**src/rtl/divu64_pkg.sv**
```systemverilog
// Shared constants for the 64-bit sequential restoring divider.
package divu64_pkg;

    localparam int unsigned DATA_W    = 64;
    localparam int unsigned CNT_W     = 7;
    localparam int unsigned DIV_STEPS = 64;

    localparam logic [1:0] IDLE = 2'd0;
    localparam logic [1:0] BUSY = 2'd1;
    localparam logic [1:0] DONE = 2'd2;

    localparam logic [DATA_W-1:0] ALL_ONES_64 = {DATA_W{1'b1}};

endpackage

```
**src/rtl/cla64.sv**
```systemverilog
// 64-bit carry-lookahead adder: 4-bit lookahead groups with a group-level carry chain.
module cla64 (
    input  logic [63:0] a,
    input  logic [63:0] b,
    input  logic        ci,
    output logic [63:0] s,
    output logic        co
);

    logic [63:0] g;
    logic [63:0] p;
    logic [64:0] c;
    logic [15:0] gg;
    logic [15:0] gp;
    logic [16:0] gc;

    always_comb begin
        g  = a & b;
        p  = a ^ b;
        gg = '0;
        gp = '0;
        gc = '0;
        c  = '0;
        gc[0] = ci;
        // Group generate/propagate, then carry across groups
        for (int k = 0; k < 16; k++) begin
            gg[k] = g[4*k+3]
                  | (p[4*k+3] & g[4*k+2])
                  | (p[4*k+3] & p[4*k+2] & g[4*k+1])
                  | (p[4*k+3] & p[4*k+2] & p[4*k+1] & g[4*k]);
            gp[k] = p[4*k+3] & p[4*k+2] & p[4*k+1] & p[4*k];
            gc[k+1] = gg[k] | (gp[k] & gc[k]);
        end
        // Bit carries inside each group from that group's carry-in
        for (int k = 0; k < 16; k++) begin
            c[4*k]   = gc[k];
            c[4*k+1] = g[4*k] | (p[4*k] & gc[k]);
            c[4*k+2] = g[4*k+1] | (p[4*k+1] & g[4*k]) | (p[4*k+1] & p[4*k] & gc[k]);
            c[4*k+3] = g[4*k+2] | (p[4*k+2] & g[4*k+1]) | (p[4*k+2] & p[4*k+1] & g[4*k])
                     | (p[4*k+2] & p[4*k+1] & p[4*k] & gc[k]);
        end
        c[64] = gc[16];
        s     = p ^ c[63:0];
        co    = c[64];
    end

endmodule

```
**src/rtl/divu64_seq.sv**
```systemverilog
// Sequential 64-bit unsigned restoring divider, one quotient bit per clock,
// behind the op_start/op_clear/op_done handshake.
module divu64_seq
    import divu64_pkg::*;
(
    input  logic              clk,
    input  logic              reset,
    input  logic              op_start,
    input  logic              op_clear,
    input  logic [DATA_W-1:0] dividend,
    input  logic [DATA_W-1:0] divisor,
    output logic [DATA_W-1:0] quotient,
    output logic [DATA_W-1:0] remainder,
    output logic              op_done,
    output logic              div_by_zero
);

    logic [1:0]        state, state_nxt;
    // Top bit of the partial remainder is always zero after a step, so only 64 bits are kept
    logic [DATA_W-1:0] r, r_nxt;
    logic [DATA_W-1:0] q, q_nxt;
    logic [DATA_W-1:0] d, d_nxt;
    logic [CNT_W-1:0]  cnt, cnt_nxt;
    logic [DATA_W-1:0] quotient_nxt, remainder_nxt;
    logic              op_done_nxt, div_by_zero_nxt;

    logic [DATA_W:0]   t;
    logic [DATA_W-1:0] diff;
    logic              co;
    logic              non_neg;
    logic [DATA_W-1:0] r_step;
    logic [DATA_W-1:0] q_step;

    assign t = {r, q[DATA_W-1]};

    cla64 u_sub (
        .a  (t[DATA_W-1:0]),
        .b  (~d),
        .ci (1'b1),
        .s  (diff),
        .co (co)
    );

    // Step datapath and next-state
    always_comb begin
        non_neg = t[DATA_W] | co;
        r_step  = non_neg ? diff : t[DATA_W-1:0];
        q_step  = {q[DATA_W-2:0], non_neg};

        state_nxt       = state;
        r_nxt           = r;
        q_nxt           = q;
        d_nxt           = d;
        cnt_nxt         = cnt;
        quotient_nxt    = quotient;
        remainder_nxt   = remainder;
        op_done_nxt     = op_done;
        div_by_zero_nxt = div_by_zero;

        if (op_clear) begin
            state_nxt       = IDLE;
            r_nxt           = '0;
            q_nxt           = '0;
            d_nxt           = '0;
            cnt_nxt         = '0;
            quotient_nxt    = '0;
            remainder_nxt   = '0;
            op_done_nxt     = 1'b0;
            div_by_zero_nxt = 1'b0;
        end else begin
            case (state)
                IDLE, DONE: begin
                    if (op_start) begin
                        r_nxt   = '0;
                        cnt_nxt = '0;
                        if (divisor == '0) begin
                            state_nxt       = DONE;
                            q_nxt           = '0;
                            d_nxt           = '0;
                            quotient_nxt    = ALL_ONES_64;
                            remainder_nxt   = dividend;
                            op_done_nxt     = 1'b1;
                            div_by_zero_nxt = 1'b1;
                        end else begin
                            state_nxt       = BUSY;
                            q_nxt           = dividend;
                            d_nxt           = divisor;
                            quotient_nxt    = '0;
                            remainder_nxt   = '0;
                            op_done_nxt     = 1'b0;
                            div_by_zero_nxt = 1'b0;
                        end
                    end
                end
                BUSY: begin
                    r_nxt   = r_step;
                    q_nxt   = q_step;
                    cnt_nxt = CNT_W'(cnt + CNT_W'(1));
                    if (cnt == CNT_W'(DIV_STEPS - 1)) begin
                        state_nxt       = DONE;
                        quotient_nxt    = q_step;
                        remainder_nxt   = r_step;
                        op_done_nxt     = 1'b1;
                        div_by_zero_nxt = 1'b0;
                    end
                end
                default: begin
                    state_nxt       = IDLE;
                    quotient_nxt    = '0;
                    remainder_nxt   = '0;
                    op_done_nxt     = 1'b0;
                    div_by_zero_nxt = 1'b0;
                end
            endcase
        end
    end

    // State and datapath registers
    always_ff @(posedge clk or posedge reset) begin
        if (reset) begin
            state       <= IDLE;
            r           <= '0;
            q           <= '0;
            d           <= '0;
            cnt         <= '0;
            quotient    <= '0;
            remainder   <= '0;
            op_done     <= 1'b0;
            div_by_zero <= 1'b0;
        end else begin
            state       <= state_nxt;
            r           <= r_nxt;
            q           <= q_nxt;
            d           <= d_nxt;
            cnt         <= cnt_nxt;
            quotient    <= quotient_nxt;
            remainder   <= remainder_nxt;
            op_done     <= op_done_nxt;
            div_by_zero <= div_by_zero_nxt;
        end
    end

endmodule

```
**config.mk**
```make
export PLATFORM = sky130hd
export DESIGN_NAME = divu64_seq
export DESIGN_NICKNAME = d
export VERILOG_FILES = /design/src/rtl/divu64_pkg.sv /design/src/rtl/cla64.sv /design/src/rtl/divu64_seq.sv
export SDC_FILE = /design/constraint.sdc
export NUM_CORES = 1
export LEC_CHECK = 0
export CAP_MARGIN = 20
export CORE_MARGIN = 5
export CORE_UTILIZATION = 25
export DETAILED_ROUTE_END_ITERATION = 6
export HOLD_SLACK_MARGIN = 0.05
export SLEW_MARGIN = 30
export SYNTH_ARGS = -nofsm -noshare
export SYNTH_HDL_FRONTEND = slang
export SYNTH_SLANG_ARGS = --single-unit
```
**constraint.sdc**
```tcl
create_clock -name clk -period 16.1 [get_ports clk]
set_clock_uncertainty 0.05 [all_clocks]
set_input_delay 3.22 -clock clk [delete_from_list [all_inputs] [get_ports clk]]
set_output_delay 3.22 -clock clk [all_outputs]
set_load 0.005 [all_outputs]
```
==> results of run 1 <==
routing by layer:
metal / vias to the layer above / share of wire (%)
li1: 6692 / -
met2: 393 / 45
met5: - / 0.21
met1: 7147 / 45
met3: 104 / 6.4
met4: 22 / 2.8
report_power, final:
part	switching, µW	leakage, µW	internal [µW]
logic	1300	0.00433	720
registers	72.7	0.00454	903
clock network	371	0.000664	558
total	1750	0.00953	2180
cell usage in the layout (no fill, tap or decap), types with 5 or more instances in the layout:
cell,synthesis,routed
nor3_1,18,16
clkinv_2,0,9
diode_2,0,6
clkbuf_8,0,8
a31oi_1,9,9
a211oi_1,7,5
a221o_1,63,63
inv_1,85,84
a21o_1,22,21
clkbuf_1,91,5
mux2i_1,52,52
a22o_1,70,70
and3_1,68,68
nand2_1,159,157
o21a_1,5,5
nand2b_1,8,6
nor4_1,20,18
dfrtp_1,330,330
clkdlybuf4s50_1,0,261
and2_1,8,7
o21ai_1,111,111
xor2_1,26,26
a22oi_1,67,67
nand4_1,9,9
fa_1,15,15
o21ai_0,99,99
ha_1,66,66
o31ai_1,15,15
clkbuf_16,0,40
xnor2_1,14,14
a21oi_1,103,103
buf_4,0,15
nand3_1,13,13
or3_1,6,6
nor2_1,42,42
critical path, cell delays in order:
cell,delay (ps)
clkdlybuf4s50_1,430
nor4_1,780
nand4_1,360
nor2_1,370
nand2_2,110
buf_4,300
nor3_2,270
buf_4,460
buf_12,290
a22o_1,200
a21o_1,90
a211oi_1,40
nor2_1,120
registers in the layout (all words and copies together), names as in the netlist:
signal       flops
d               64
q               64
quotient        64
r               64
remainder       64
cnt              7
div_by_zero      1
op_done          1
state            1
final timing paths:
path,from,to,cells past startpoint
max in group asynchronous,reset,d[56],5
worst max register to register,q[63],r[23],11
worst min-delay path,div_by_zero,div_by_zero,1
worst min register to register,div_by_zero,div_by_zero,1
min in group asynchronous,reset,quotient[18],2
worst max-delay path,divisor[21],remainder[62],13
cells by family (layout without fill, tap and decap cells):
logic type      count (synthesis)  after routing  synth area share (%)
compound gates                620            620                  24.7
simple gates                  368            368                  10.5
flops                         330            330                  48.3
buf+inv                       197            437                  4.77
fa+ha+maj                      81             81                  6.59
mux                            52             52                  3.04
xor+xnor                       40             40                  2.05
other cells                     0              6                     0
area by class of cell:
type	instances	area [µm²]
antenna	6	15.0
clock buffer	53	1130
clock inverter	18	214
fill	6856	45500
inverter	85	327
multi-input combinational	1161	8120
sequential	330	8260
tap	873	1090
timing repair buffer	281	2810
stage by stage:
| stage | worst slack, ps | std cells | hold slack, ps | power [µW] | util (%) |
|---|---|---|---|---|---|
| after CTS | 9100 | 2799 | 438 | 3940 | 32.4 |
| after global placement | 8180 | 2727 | 417 | 2960 | 30.4 |
| after detailed placement | 8510 | 2728 | 425 | 2990 | 30.4 |
| after floorplan | 3690 | 1688 | 400 | 2430 | - |
| after global routing | 9120 | 2804 | 460 | 4180 | 32.5 |
| final | 9450 | 2807 | 430 | 3930 | 32.5 |
==> metrics, run 1 <==
Slew Viols, Final 0; Post-CTS Hold Fix Bufs 0; RSZ-0062 raised after global routing no; measured slew at the worst slew-check pin 985 ps; status completed; max-cap violations 0; met3 usage 3.88%; cell area power density 179 mW/mm²; crit path DAT 7090 ps; Post-DP HPWL 43500 µm; largest net degree at the start of global routing 161; Critical Path Fanout Max 64; top-count cell post-synth dfrtp_1; post-synth cell types 71; TritonCTS buffer count 40; Layout area overhead 28.5%; Post-synth top flop dfrtp_1; Vias 14400; wire per inst 21.2 µm; Final #Nets 2112; Final min period 6650 ps; final setup fails 0; # Post-CTS Setup Buffers 0; Post-synth EDFFs 0; met1 GRT Util 21.5%; gp weighted congestion 0.893; mean area per synthesized cell 10.1 µm²; Max Clk Rate 150 MHz; clk buf depth 3; Top Usage Layer GRT met2; Root Buffer Master clkbuf_16; CTS tree done; via/cell ratio 5.12; placed cell areas 0.0205 mm²; final wirelength 59600 µm; ranking of synthesized cells by area dfrtp_1 48%, ha_1 4.8%, a221o_1 3.7%; Synth top cells by count 330 x dfrtp_1, 159 x nand2_1, 111 x o21ai_1; DIE HEIGHT 271 µm; Fin Setup TNS 0 ps; synthesized flop and latch total 330; GRT Total Usage 15.7%; Critical Path RT 16550 ps; post-route cell area 0.0220 mm²; CP startpoint kind primary input; vias in the first global route 14400; DIE AREA 0.0737 mm²; Pre-antenna DRT Iters 5; IO Count 262; drc violations 0; post-synthesis sequential area ratio 48.3%; Synth area leader dfrtp_1; Peak supply drop 0.227 mV; H-tree depth 2; endpoints failing hold 0; Leak Pwr 0.00953 µW; input/output buffers 261; R2R Setup Slk 11270 ps; layout cell share with drive strength beyond 1 6.17%; core area 0.0675 mm²; Num Clock Sinks 330; # rows 95; Reg clk slew, reported paths 60 ps; Chip Width 271 µm; Routed Antenna Nets 0; post-synth top area share 48.3%; Congestion Overflow GR 0; first-pass GRT wire length 91400 µm; Setup CP Type in2reg; synthesized net count 1901; Post-synth ARST share 100%; Synthesis Warnings 0; slew margin rel. 34.3%; violation count after the first detailed-route iteration 1059; cts repair resizes 0; Final Cycle Share 41.3%; CP endpoint kind flop; Synth Instances 1688; Clk Latency, worst-skew pair 560 ps; Initial Util 25.3%; initial antenna violation count 17; Mapped Area 0.0171 mm²; met2 usage 25.0%; Min-Delay Path Class reg2reg
No activity file was read; power rests on OpenSTA's default activity.
==> inputs of run 2 (changes only) <==
clock period = 6 ns   (was 16.1 ns; I/O delays follow)
==> run 2 against run 1 <==
- die area unchanged
- flip-flop and latch count unchanged
- clock-buffer cell count shrank 3
- cell count about the same
- sequential power increased to 2.7 times the previous value
- hold slack got worse by 1.1 ps
- sequential share of layout area is 0.12 points higher
- critical endpoint is now r[14]
- largest cell class unchanged
- register-to-register slack worse by 9700 ps
- setup slack worse by 7900 ps
==> metrics, run 2 (synthesis results as in run 1) <==
Top Usage Layer GRT met2; # Post-CTS Setup Buffers 0; Root Buffer Master clkbuf_16; cts repair resizes 0; Reg clk slew, reported paths 60 ps; via/cell ratio 5.10; Filler cells 6838; Num Clock Sinks 330; CP max-delay cell a31o_4; first-pass GRT wire length 92500 µm; met3 usage 4.46%; H-tree depth 2; Min-Delay Path Class reg2reg; met2 usage 24.9%; Leak Pwr 0.00948 µW; CP endpoint kind flop; Critical Path RT 6330 ps; Final min period 4420 ps; Critical Path Fanout Max 47; core area 0.0675 mm²; gp weighted congestion 0.919; drc violations 0; Post-CTS Hold Fix Bufs 0; layout cell share with drive strength beyond 1 5.92%; Initial Util 25.3%; endpoints failing hold 0; Layout area overhead 28.1%; RSZ-0062 raised after global routing no; Congestion Overflow GR 0; Peak supply drop 0.560 mV; crit path cell chain inv_1, ha_1, o21ai_0, a221oi_1, o2bb2ai_1, a32o_1, a211oi_2, o21ai_4, a31o_4, mux2i_1, o21ai_1; wire per inst 21.5 µm; slew margin rel. 35.8%; area of the multi-input gates 0.00811 mm²; crit path DAT 4750 ps; status completed; input/output buffers 261; clk buf depth 3; CP startpoint kind flop; R2R Setup Slk 1580 ps; Vias 14300; Pre-antenna DRT Iters 7; Routed Antenna Nets 0; TritonCTS buffer count 37; violation count after the first detailed-route iteration 1183; Clk Latency, worst-skew pair 550 ps; IO Count 262; vias in the first global route 14400; met1 GRT Util 21.8%; Hold WS 429 ps; DIE HEIGHT 271 µm; most frequent cells in the layout 330 x dfrtp_1, 261 x clkdlybuf4s50_1, 157 x nand2_1; Setup CP Type reg2reg; Post-DP HPWL 44400 µm; Final #Nets 2114; Chip Width 271 µm; Slew Viols, Final 0; final wirelength 60500 µm; CTS tree done; cell area power density 471 mW/mm²; measured slew at the worst slew-check pin 963 ps; final setup fails 0; max-cap violations 0; initial antenna violation count 23; Max Clk Rate 226 MHz; Final Cycle Share 73.6%; Fin Setup TNS 0 ps; max incr delay on CP 840 ps; largest net degree at the start of global routing 138; register area 0.00826 mm²; # rows 95; DIE AREA 0.0737 mm²; most common cell after layout, fill and taps aside dfrtp_1; GRT Total Usage 15.9%
-- run 2: worst paths after layout --
| path | from | end | cells after the start |
|---|---|---|---|
| worst min register to register | div_by_zero | div_by_zero | 1 |
| worst max register to register | q[63] | r[14] | 11 |
| worst max-delay path | q[63] | r[14] | 11 |
| max in group asynchronous | reset | d[43] | 3 |
| worst min-delay path | div_by_zero | div_by_zero | 1 |
| min in group asynchronous | reset | quotient[14] | 2 |
-- run 2: layout make-up --
| class | count | share of cell area, % |
|---|---|---|
| clock inverters | 13 | 0.834 |
| multi-input cells | 1161 | 37.0 |
| well taps | 873 | 4.99 |
| repair buffers | 286 | 13.0 |
| flip-flops and latches | 330 | 37.7 |
| diodes | 11 | 0.126 |
| inverters | 85 | 1.47 |
| clock buffers | 50 | 4.77 |
-- run 2: power by group --
part	internal, µW	total [µW]	switching (µW)
combinational	1950	5320	3370
clock	1390	2360	961
sequential	2420	2630	206
total	5770	10300	4540
-- run 2: per-stage QoR --
step / cells / power (µW) / util (%) / area, µm² / setup slack [ps]
4_1_cts: 2798 / 10400 / 32.4 / 21900 / 1590
2_1_floorplan: 1688 / 6530 / - / 17100 / 343
3_5_place_dp: 2735 / 7970 / 30.6 / 20600 / 1140
6_report: 2809 / 10300 / 32.4 / 21900 / 1580
3_3_place_gp: 2735 / 7890 / 30.5 / 20600 / 705
5_1_grt: 2802 / 11000 / 32.4 / 21900 / 1380
-- run 2: per-layer routing --
| layer | share of wire (%) | vias to the layer above | routed length [µm] |
|---|---|---|---|
| met2 | 45 | 386 | 27200 |
| met5 | 0.22 | - | 134 |
| li1 | - | 6695 | - |
| met4 | 2.6 | 22 | 1560 |
| met1 | 45 | 7123 | 27300 |
| met3 | 7.2 | 101 | 4330 |
-- run 2: critical path: cells and delay by family, from the launching register on --
family,cells,cell delay [ps]
multiplexers,1,540
AO/OA/AOI/OAI,8,2850
buffers and inverters,1,70
flip-flops,1,400
adder cells (fa/ha/maj),1,280
